## src/rtl/mod_issue_ctrl.sv

```systemverilog
// mod_issue_ctrl
// In-order issue controller between decode/register-read and mod_execute.
// Tracks a per-register scoreboard, holds back RAW/WAW hazards, sequences
// multi-cycle ops, serializing ops and conditional branches, and generates
// the can_execute pulse that starts the execute stage.
//
// Optional feature macro: ISSUE_BYPASS_EN
//   defined   : a register being cleared by writeback this cycle is treated
//               as not busy for the hazard and drain checks.
//   undefined : hazard and drain checks use the registered scoreboard only.
//
// Ports
//   clk_i, reset_i            clock, async active-high reset
//   dec_valid_i / dec_ready_o decode handshake (dec_ready_o is combinational)
//   dec_src_{a,b}_i(_vld_i)   source registers and their use flags
//   dec_dst_i, dec_dst2_i     destination registers (dst2 = RDX for IMUL)
//   dec_dst_vld_i, dec_dst2_vld_i
//   dec_class_i               0 single, 1 multi-cycle, 2 serializing, 3 branch
//   ex_ready_i                execute stage can accept an op
//   wb_clr*_vld_i/_reg_i      two writeback retire ports
//   br_resolved_i, flush_i    branch not-taken / taken resolution
//   can_execute_o             registered one-cycle issue pulse
//   ex_busy_o                 controller is not IDLE
//   busy_vec_o                scoreboard
//   stall_cycles_o            saturating count of dec_valid & !dec_ready cycles
//
// State    | meaning
// ---------+-----------------------------------------------------------
// S_IDLE   | accepting ops, issues when ready
// S_MULTI  | multi-cycle op occupying execute, counter running down
// S_SERIAL | serializing op waiting for the scoreboard to drain
// S_BRANCH | branch issued, younger ops held until it resolves
module mod_issue_ctrl #(
  parameter int NREGS   = 16,
  parameter int MUL_LAT = 4
) (
  input  logic             clk_i,
  input  logic             reset_i,
  input  logic             dec_valid_i,
  output logic             dec_ready_o,
  input  logic [3:0]       dec_src_a_i,
  input  logic [3:0]       dec_src_b_i,
  input  logic             dec_src_a_vld_i,
  input  logic             dec_src_b_vld_i,
  input  logic [3:0]       dec_dst_i,
  input  logic [3:0]       dec_dst2_i,
  input  logic             dec_dst_vld_i,
  input  logic             dec_dst2_vld_i,
  input  logic [1:0]       dec_class_i,
  input  logic             ex_ready_i,
  input  logic             wb_clr_vld_i,
  input  logic             wb_clr2_vld_i,
  input  logic [3:0]       wb_clr_reg_i,
  input  logic [3:0]       wb_clr2_reg_i,
  input  logic             br_resolved_i,
  input  logic             flush_i,
  output logic             can_execute_o,
  output logic             ex_busy_o,
  output logic [NREGS-1:0] busy_vec_o,
  output logic [31:0]      stall_cycles_o
);

  typedef enum logic [1:0] {S_IDLE, S_MULTI, S_SERIAL, S_BRANCH} state_e;

  localparam logic [1:0] CLS_MULTI  = 2'd1;
  localparam logic [1:0] CLS_SERIAL = 2'd2;
  localparam logic [1:0] CLS_BRANCH = 2'd3;
  localparam logic [3:0] CNT_INIT   = 4'(MUL_LAT - 1);

  state_e           state_q, state_d;
  logic [3:0]       cnt_q, cnt_d;
  logic [NREGS-1:0] busy_q, busy_d;
  logic             can_exec_q, can_exec_d;
  logic [31:0]      stall_q, stall_d;

  logic [NREGS-1:0] clr_mask, set_mask, busy_eff;
  logic             hazard, drained, issue;

  always_comb begin
    clr_mask = '0;
    if (wb_clr_vld_i)  clr_mask[wb_clr_reg_i]  = 1'b1;
    if (wb_clr2_vld_i) clr_mask[wb_clr2_reg_i] = 1'b1;
  end

`ifdef ISSUE_BYPASS_EN
  assign busy_eff = busy_q & ~clr_mask;
`else
  assign busy_eff = busy_q;
`endif

  assign hazard  = (dec_src_a_vld_i & busy_eff[dec_src_a_i]) |
                   (dec_src_b_vld_i & busy_eff[dec_src_b_i]) |
                   (dec_dst_vld_i   & busy_eff[dec_dst_i])   |
                   (dec_dst2_vld_i  & busy_eff[dec_dst2_i]);
  assign drained = (busy_eff == '0);

  assign dec_ready_o = (state_q == S_IDLE) & ex_ready_i & ~hazard &
                       ((dec_class_i != CLS_SERIAL) | drained);
  assign issue       = dec_valid_i & dec_ready_o;

  always_comb begin
    set_mask = '0;
    if (issue & dec_dst_vld_i)  set_mask[dec_dst_i]  = 1'b1;
    if (issue & dec_dst2_vld_i) set_mask[dec_dst2_i] = 1'b1;
    // Set after clear so a new producer wins over a same-cycle retire.
    busy_d = (busy_q & ~clr_mask) | set_mask;
  end

  always_comb begin
    state_d    = state_q;
    cnt_d      = cnt_q;
    can_exec_d = issue;
    stall_d    = stall_q;
    if (dec_valid_i & ~dec_ready_o & (stall_q != '1)) stall_d = stall_q + 32'd1;

    unique case (state_q)
      S_IDLE: begin
        if (issue) begin
          if (dec_class_i == CLS_MULTI) begin
            state_d = S_MULTI;
            cnt_d   = CNT_INIT;
          end else if (dec_class_i == CLS_BRANCH) begin
            state_d = S_BRANCH;
          end
        end else if (dec_valid_i & (dec_class_i == CLS_SERIAL) & (hazard | ~drained)) begin
          state_d = S_SERIAL;
        end
      end
      S_MULTI: begin
        // Older than any branch in flight, so flush does not cut it short.
        cnt_d = cnt_q - 4'd1;
        if (cnt_q <= 4'd1) begin
          state_d = S_IDLE;
          cnt_d   = '0;
        end
      end
      S_SERIAL: begin
        if (drained) state_d = S_IDLE;
      end
      S_BRANCH: begin
        if (br_resolved_i | flush_i) state_d = S_IDLE;
      end
      default: state_d = S_IDLE;
    endcase
  end

  always_ff @(posedge clk_i or posedge reset_i) begin
    if (reset_i) begin
      state_q    <= S_IDLE;
      cnt_q      <= '0;
      busy_q     <= '0;
      can_exec_q <= 1'b0;
      stall_q    <= '0;
    end else begin
      state_q    <= state_d;
      cnt_q      <= cnt_d;
      busy_q     <= busy_d;
      can_exec_q <= can_exec_d;
      stall_q    <= stall_d;
    end
  end

  assign can_execute_o  = can_exec_q;
  assign ex_busy_o      = (state_q != S_IDLE);
  assign busy_vec_o     = busy_q;
  assign stall_cycles_o = stall_q;

endmodule
```

## config.mk

```make
export PLATFORM = sky130hd
export DESIGN_NAME = mod_issue_ctrl
export DESIGN_NICKNAME = d
export VERILOG_FILES = /design/src/rtl/mod_issue_ctrl.sv
export SDC_FILE = /design/constraint.sdc
export NUM_CORES = 1
export LEC_CHECK = 0
export ABC_AREA = 1
export CORE_MARGIN = 2
export CORE_UTILIZATION = 54
export CTS_BUF_LIST = sky130_fd_sc_hd__clkbuf_8
export CTS_CLUSTER_DIAMETER = 50
export DETAILED_ROUTE_END_ITERATION = 7
export PLACE_DENSITY_LB_ADDON = 0.12
export SLEW_MARGIN = 20
export SYNTH_ARGS = -nofsm -noshare
export SYNTH_HDL_FRONTEND = slang
export SYNTH_SLANG_ARGS = --single-unit
export TNS_END_PERCENT = 1
```

## constraint.sdc

```tcl
create_clock -name clk_i -period 2.2 [get_ports clk_i]
set_input_delay 0.44 -clock clk_i [delete_from_list [all_inputs] [get_ports clk_i]]
set_output_delay 0.44 -clock clk_i [all_outputs]
set_load 0.01 [all_outputs]
```

==> flow_metrics.env, run 1 <==
export IMPL_port_buffers=88
export IMPL_ir_drop_uv=637.0
export IMPL_final_min_clock_period_ps=2210
export IMPL_setup_viol=1
export IMPL_crit_buf_inv=2
export IMPL_fin_crit_sh=1.004
export IMPL_cts_num_sinks=55
export IMPL_rsz0062_at_grt="true"
export IMPL_syn2layout_area_growth_pct=38.40
export IMPL_fp_row_count=32
export IMPL_boundaryPins=89
export IMPL_final_area_um2=6111
export IMPL_overflow=0
export IMPL_slowest_stage="dfrtp_1"
export IMPL_drive_above_1_share=0.1894
export IMPL_yosysWarnings=0
export IMPL_syn_instance_count=670
export IMPL_synth_seq_cells=55
export IMPL_antenna_found_initial=0
export IMPL_cts_buffers=5
export IMPL_placed_area_um2=5889
export IMPL_grt_use_total=0.3494
export IMPL_yosysUniqueCellTypes=39
export IMPL_fmax_mhz=452.5
export IMPL_synth_edf_count=0
export IMPL_grt_pass1_wl_mm=24.60
export IMPL_syn_cell_area_um2=4415
export IMPL_path_max_fanout=6
export IMPL_cts_root_buf="clkbuf_8"
export IMPL_slew_limit_headroom=0.6042
export IMPL_syn_nets=711
export IMPL_hold_violations=0
export IMPL_async_flop_share=1.000
export IMPL_drv_slew=0
export IMPL_start_util=0.5655
export IMPL_clock_latency_ps=330
export IMPL_wl_met2_mm=6.612
export IMPL_cp_slowest_stage_delay_ps=400
export IMPL_drc_errors=0
export IMPL_worst_path_stages=10
export IMPL_num_vias=5366
export IMPL_grt_max_degree=56
export IMPL_yosysTopAreaCell="dfrtp_1"
export IMPL_hp_class="in2async"
export IMPL_wire_per_inst_um=16.47
export IMPL_diodes=0
export IMPL_route_met3_wl_mm=1.742
export IMPL_start_kind="flop"
export IMPL_drt_initial_drc_count=613
export IMPL_fin_ws_ps=-9.738
export IMPL_m1WireLength_mm=6.705
export IMPL_synthTopCellsByCount="nand2_1 (207), inv_1 (73), nand3_1 (69)"
export IMPL_nets=869
export IMPL_detail_route_antenna_nets=0
export IMPL_top_layer_used="met4"
export IMPL_outcome="finished with violations"
export IMPL_worst_ep_required_time_ps=1760
export IMPL_first_global_vias=5043
export IMPL_avgSynthCellArea_um2=6.590
export IMPL_cts_tree="yes"
export IMPL_core_area_um2=7807
export IMPL_synthTopCellsByArea="dfrtp_1 (31%), nand2_1 (18%), nand3_1 (7.8%)"
export IMPL_p_leak_nw=2.943
export IMPL_crit_type="reg2out"
export IMPL_clk_pin_slew_ps=120
export IMPL_viasPerCell=5.764
export IMPL_dp_hpwl_mm=11.92
export IMPL_synth_top_area_frac=0.3117
export IMPL_path_cells="inv_2, nor2_1, a21oi_1, nand3_1, nand2_1, nand2_1, nor2_2, nor2_2, nor3_2, buf_2"
export IMPL_synth_main_ff_cell="dfrtp_1"
export IMPL_hold_ws_ps=473.2
export IMPL_worstRegToRegCells=13
export IMPL_gp_congestion=1.014
export IMPL_die_h_um=94.43
export IMPL_die_area_um2=8916
export IMPL_finalWirelength_mm=15.33
export IMPL_tightest_slew_ps=589.2
export IMPL_skew_ps=19.65
export IMPL_arrival_ps=1770
export IMPL_maxCapViolCount=0
export IMPL_yosysMostFrequentCell="nand2_1"
export IMPL_violations="setup timing"
export IMPL_die_x_um=94.43
export IMPL_cts_htree_levels=2
export IMPL_first_pass_iters=5
export IMPL_clockBufferDepth=2
export IMPL_p_per_area_nw_per_um2=712.9
export IMPL_endpoint_kind="output port"
export IMPL_critPathTopFamily="simple AND/OR/NAND/NOR gates"
export IMPL_seq_area_frac_synth=0.3117
-- registers in the layout, summed over array words and instances (netlist names) --
register        cells
state_q             2
busy_vec_o         16
stall_cycles_o     32
can_execute_o       1
cnt_q               4
-- metrics by stage --
stage	power, mW	TNS (ps)	util	worst slack, ps	std cells
2_1_floorplan	2.580	0	-	303.3	670
3_3_place_gp	3.570	-18830	0.7543	-689.3	913
3_5_place_dp	3.641	-23230	0.7543	-798.0	913
4_1_cts	4.301	-56.15	0.7787	-56.15	928
5_1_grt	4.630	-309.1	0.7827	-109.5	931
6_report	4.356	-9.738	0.7827	-9.738	931
-- report_power, final --
group          total, mW  internal [mW]  switching [mW]  leakage [nW]
registers           1.52           1.24           0.281         0.728
clock network      0.631          0.238           0.393        0.0467
logic               2.20           1.05            1.16          2.17
total               4.36           2.53            1.83          2.94
-- logic make-up after synthesis --
family / after synthesis / synth area share
simple gates: 420 / 0.4259
buf+inv: 100 / 0.1006
compound gates: 61 / 0.09182
flops: 55 / 0.3117
xor+xnor: 31 / 0.06149
fa+ha+maj: 3 / 0.008502
-- worst reg2reg max path: stages, from the launching register on --
cell and delay (ps):
dfrtp_2 470, inv_1 130, nand4_1 110, nor2_1 100, nand2_1 80, nand3_1 70
nand3_1 110, buf_4 160, inv_1 60, nand4_1 160, inv_2 170, buf_12 170
nand4_1 120, nand3_1 140
-- cells in the final DEF (no fill, tap or decap), drive strengths merged, types with 2 or more instances in the layout --
cell type	netlist	layout
nand2	209	209
buf	13	83
inv	81	83
clkdlybuf4s50	0	76
nand3	69	69
nor2	60	60
dfrtp	55	55
nand4	40	40
o21ai	33	33
xor2	27	27
nor3	24	24
a21oi	11	11
nor4	11	11
clkbuf	6	10
xnor2	4	4
dlygate4sd2	0	4
a22oi	4	4
a31oi	3	3
ha	3	3
nand3b	2	2
or2	2	2
a221o	2	2
a32oi	2	2
nor3b	2	2
-- worst paths after layout --
check                               from            end  slack (ps)
max                        busy_vec_o[3]    dec_ready_o         -10
min                              reset_i       cnt_q[3]         470
max reg2reg                busy_vec_o[2]  busy_vec_o[4]          80
min reg2reg                     cnt_q[3]       cnt_q[3]         570
max in group asynchronous        reset_i  busy_vec_o[5]        1420
min in group clk_i              cnt_q[3]       cnt_q[3]         570
-- per-layer routing --
| layer | GRT usage | vias to the layer above |
|---|---|---|
| met5 | 0 | - |
| met4 | 0.09541 | 0 |
| met3 | 0.07342 | 38 |
| met2 | 0.5292 | 311 |
| met1 | 0.5081 | 2480 |
| li1 | - | 2537 |
-- repair_timing --
action | CTS | global route
setup endpoints to repair | 44 | 46
pin swaps | 7 | 6
cloned | 1 | 0
hold buffers | 0 | 0
resized for setup | 39 | 22
setup buffers | 6 | 3
-- cell type report --
cell class                      count  area [um^2]
Timing Repair Buffer              170         1562
Clock inverter                      3        27.53
Clock buffer                        5        68.82
Multi-Input combinational cell    515         2639
Sequential cell                    55         1380
Tap cell                          102        127.6
Inverter                           81        306.5
Fill cell                         595         1697
Power figures use the tool's default switching activity.
==> inputs of run 2 (changes only) <==
--- a/config.mk
+++ b/config.mk
@@ -11,6 +11,7 @@
 export CTS_BUF_LIST = sky130_fd_sc_hd__clkbuf_8
 export CTS_CLUSTER_DIAMETER = 50
 export DETAILED_ROUTE_END_ITERATION = 7
+export GPL_TIMING_DRIVEN = 0
 export PLACE_DENSITY_LB_ADDON = 0.12
 export SLEW_MARGIN = 20
 export SYNTH_ARGS = -nofsm -noshare
==> run 2 against run 1 <==
Net effect: the flow still finishes with violations (setup timing); non-clock buffer count fell by 48; total power fell by 0.97%; sequential share of layout area is 1.7 points higher; count of clock-buffer cells in the layout rose by 1; first-iteration DRC count fell by 7.0%; highest routed layer unchanged.
==> flow_metrics.env, run 2 (synthesized netlist as in run 1, its figures left out) <==
export IMPL_final_area_um2=5725
export IMPL_cts_tree="yes"
export IMPL_use_met2=0.5179
export IMPL_skew_ps=12.07
export IMPL_p_switching_mw=1.787
export IMPL_grt_use_total=0.3497
export IMPL_multi_input_area_um2=2665
export IMPL_final_common_cell="nand2_1"
export IMPL_die_x_um=94.43
export IMPL_crit_buf_inv=2
export IMPL_final_min_clock_period_ps=2244
export IMPL_grt_pass1_wl_mm=24.36
export IMPL_port_buffers=81
export IMPL_core_area_um2=7807
export IMPL_first_global_vias=4919
export IMPL_hp_class="in2reg"
export IMPL_drv_slew=0
export IMPL_hold_violations=0
export IMPL_start_kind="flop"
export IMPL_critPathTopFamily="simple AND/OR/NAND/NOR gates"
export IMPL_grt_max_degree=56
export IMPL_clockBufferDepth=2
export IMPL_cp_slowest_stage_delay_ps=430
export IMPL_cts_root_buf="clkbuf_8"
export IMPL_hold_depth=4
export IMPL_fp_row_count=32
export IMPL_hold_ws_ps=512.1
export IMPL_drt_initial_drc_count=570
export IMPL_rsz0062_at_grt="true"
export IMPL_fmax_mhz=445.6
export IMPL_crit_top_cell="nand3_1"
export IMPL_swShare=0.4143
export IMPL_num_vias=5272
export IMPL_overflow=0
export IMPL_fin_ws_ps=-44.32
export IMPL_place_inst=853
export IMPL_drive_above_1_share=0.1549
export IMPL_crit_type="reg2out"
export IMPL_regArea_um2=1388
export IMPL_fin_cells=883
export IMPL_boundaryPins=89
export IMPL_busiest_layer="met1"
export IMPL_met3_usage=0.04948
export IMPL_detail_route_antenna_nets=0
export IMPL_placed_area_um2=5356
export IMPL_gp_congestion=1.004
export IMPL_cts_buffers=5
export IMPL_largest_register_ffs=32
export IMPL_dp_hpwl_mm=11.43
export IMPL_viasPerCell=5.971
export IMPL_layout_common_cells="nand2_1 (200), clkdlybuf4s50_1 (71), nand3_1 (67)"
export IMPL_path_cells="inv_1, nand4_1, nor2_1, nand2_1, nand3_1, nand3_1, nor3_2, buf_2"
export IMPL_fin_util=0.7333
export IMPL_syn2layout_area_growth_pct=29.67
export IMPL_path_max_fanout=4
export IMPL_cts_htree_levels=2
export IMPL_die_area_um2=8916
export IMPL_cts_num_sinks=55
export IMPL_internal_power_mw=2.526
export IMPL_setup_viol=1
export IMPL_diodes=0
export IMPL_tightest_slew_ps=705.6
export IMPL_clock_latency_ps=320
export IMPL_endpoint_kind="output port"
export IMPL_start_util=0.5655
export IMPL_finalWirelength_mm=15.30
export IMPL_arrival_ps=1800
export IMPL_worstRegToRegCells=12
export IMPL_combPwrFrac=0.473
export IMPL_ir_drop_uv=680.8
export IMPL_wire_per_inst_um=17.33
export IMPL_antenna_found_initial=0
export IMPL_fin_crit_sh=1.020
export IMPL_worst_path_stages=8
export IMPL_first_pass_iters=5
export IMPL_die_h_um=94.43
export IMPL_maxCapViolCount=0
export IMPL_p_leak_nw=2.653
export IMPL_pwr_share_clk=0.171
export IMPL_drc_errors=0
export IMPL_slew_limit_headroom=0.5296
export IMPL_hold_buffers=0
export IMPL_violations="setup timing"
export IMPL_clk_pin_slew_ps=100
export IMPL_nets=821
export IMPL_p_per_area_nw_per_um2=753.5
export IMPL_worst_ep_required_time_ps=1760
export IMPL_slowest_stage="dfrtp_1"
export IMPL_use_met1=0.5363
export IMPL_num_fill_cells=628
export IMPL_share_seq_of_total_power=0.356
export IMPL_outcome="finished with violations"
export IMPL_post_place_ws_ps=-851.9
-- run 2: routing by layer --
metal / vias up / wire length (um)
li1: 2458 / -
met1: 2453 / 6692
met2: 327 / 6683
met3: 34 / 1643
met5: - / 0
met4: 0 / 278
-- run 2: path summary, 6_finish.rpt --
check / startpoint / to / slack, ps
setup / recovery: busy_vec_o[6] / dec_ready_o / -40
hold / removal: dec_dst_i[0] / busy_vec_o[2] / 510
setup reg to reg: busy_vec_o[6] / busy_vec_o[4] / 90
hold reg to reg: cnt_q[3] / cnt_q[3] / 560
max in group asynchronous: reset_i / busy_vec_o[4] / 1080
min in group asynchronous: reset_i / stall_cycles_o[28] / 610
-- run 2: cell type report --
cell class	instances	share of cell area
buffer	19	0.02404
clock buffer	6	0.01442
clock inverter	2	0.006774
inverter	81	0.05573
multi-input combinational	515	0.4655
sequential	55	0.2424
tap	102	0.02229
timing repair buffer	103	0.1689
-- run 2: repair_timing --
item                                   4_1_cts  5_1_grt
endpoints found under the hold margin        0        0
resized for setup                           54       15
pin swaps                                    3        3
buffers inserted                            18        4
setup endpoints to repair                   49       34
-- run 2: through the flow --
| step | TNS (ps) | power [mW] |
|---|---|---|
| 6_report | -44.32 | 4.314 |
| 5_1_grt | -119.1 | 4.571 |
| 4_1_cts | 0 | 4.232 |
| 3_5_place_dp | -24700 | 3.403 |
| 3_3_place_gp | -52310 | 3.337 |
| 2_1_floorplan | 0 | 2.580 |
-- run 2: power groups by stage --
stage | Clock (mW) | Combinational (mW) | Sequential (mW)
2_1_floorplan | 0 | 1.03 | 1.55
3_3_place_gp | 0 | 1.82 | 1.52
3_5_place_dp | 0 | 1.87 | 1.53
4_1_cts | 0.739 | 1.98 | 1.52
5_1_grt | 0.776 | 2.23 | 1.56
6_report | 0.740 | 2.04 | 1.53
-- run 2: worst min-delay path, cell delays in order --
cell     delay, ps
buf_6          110
nor2_2          80
nand4_1         90
nand3_1         70
==> inputs of run 3 (changes only) <==
--- a/config.mk
+++ b/config.mk
@@ -6,6 +6,7 @@
 export NUM_CORES = 1
 export LEC_CHECK = 0
 export ABC_AREA = 1
+export ABC_CLOCK_PERIOD_IN_PS = 2200
 export CORE_MARGIN = 2
 export CORE_UTILIZATION = 54
 export CTS_BUF_LIST = sky130_fd_sc_hd__clkbuf_8
==> results of run 3 <==
No change in the layout: final DEF, timing and power equal those of run 2.
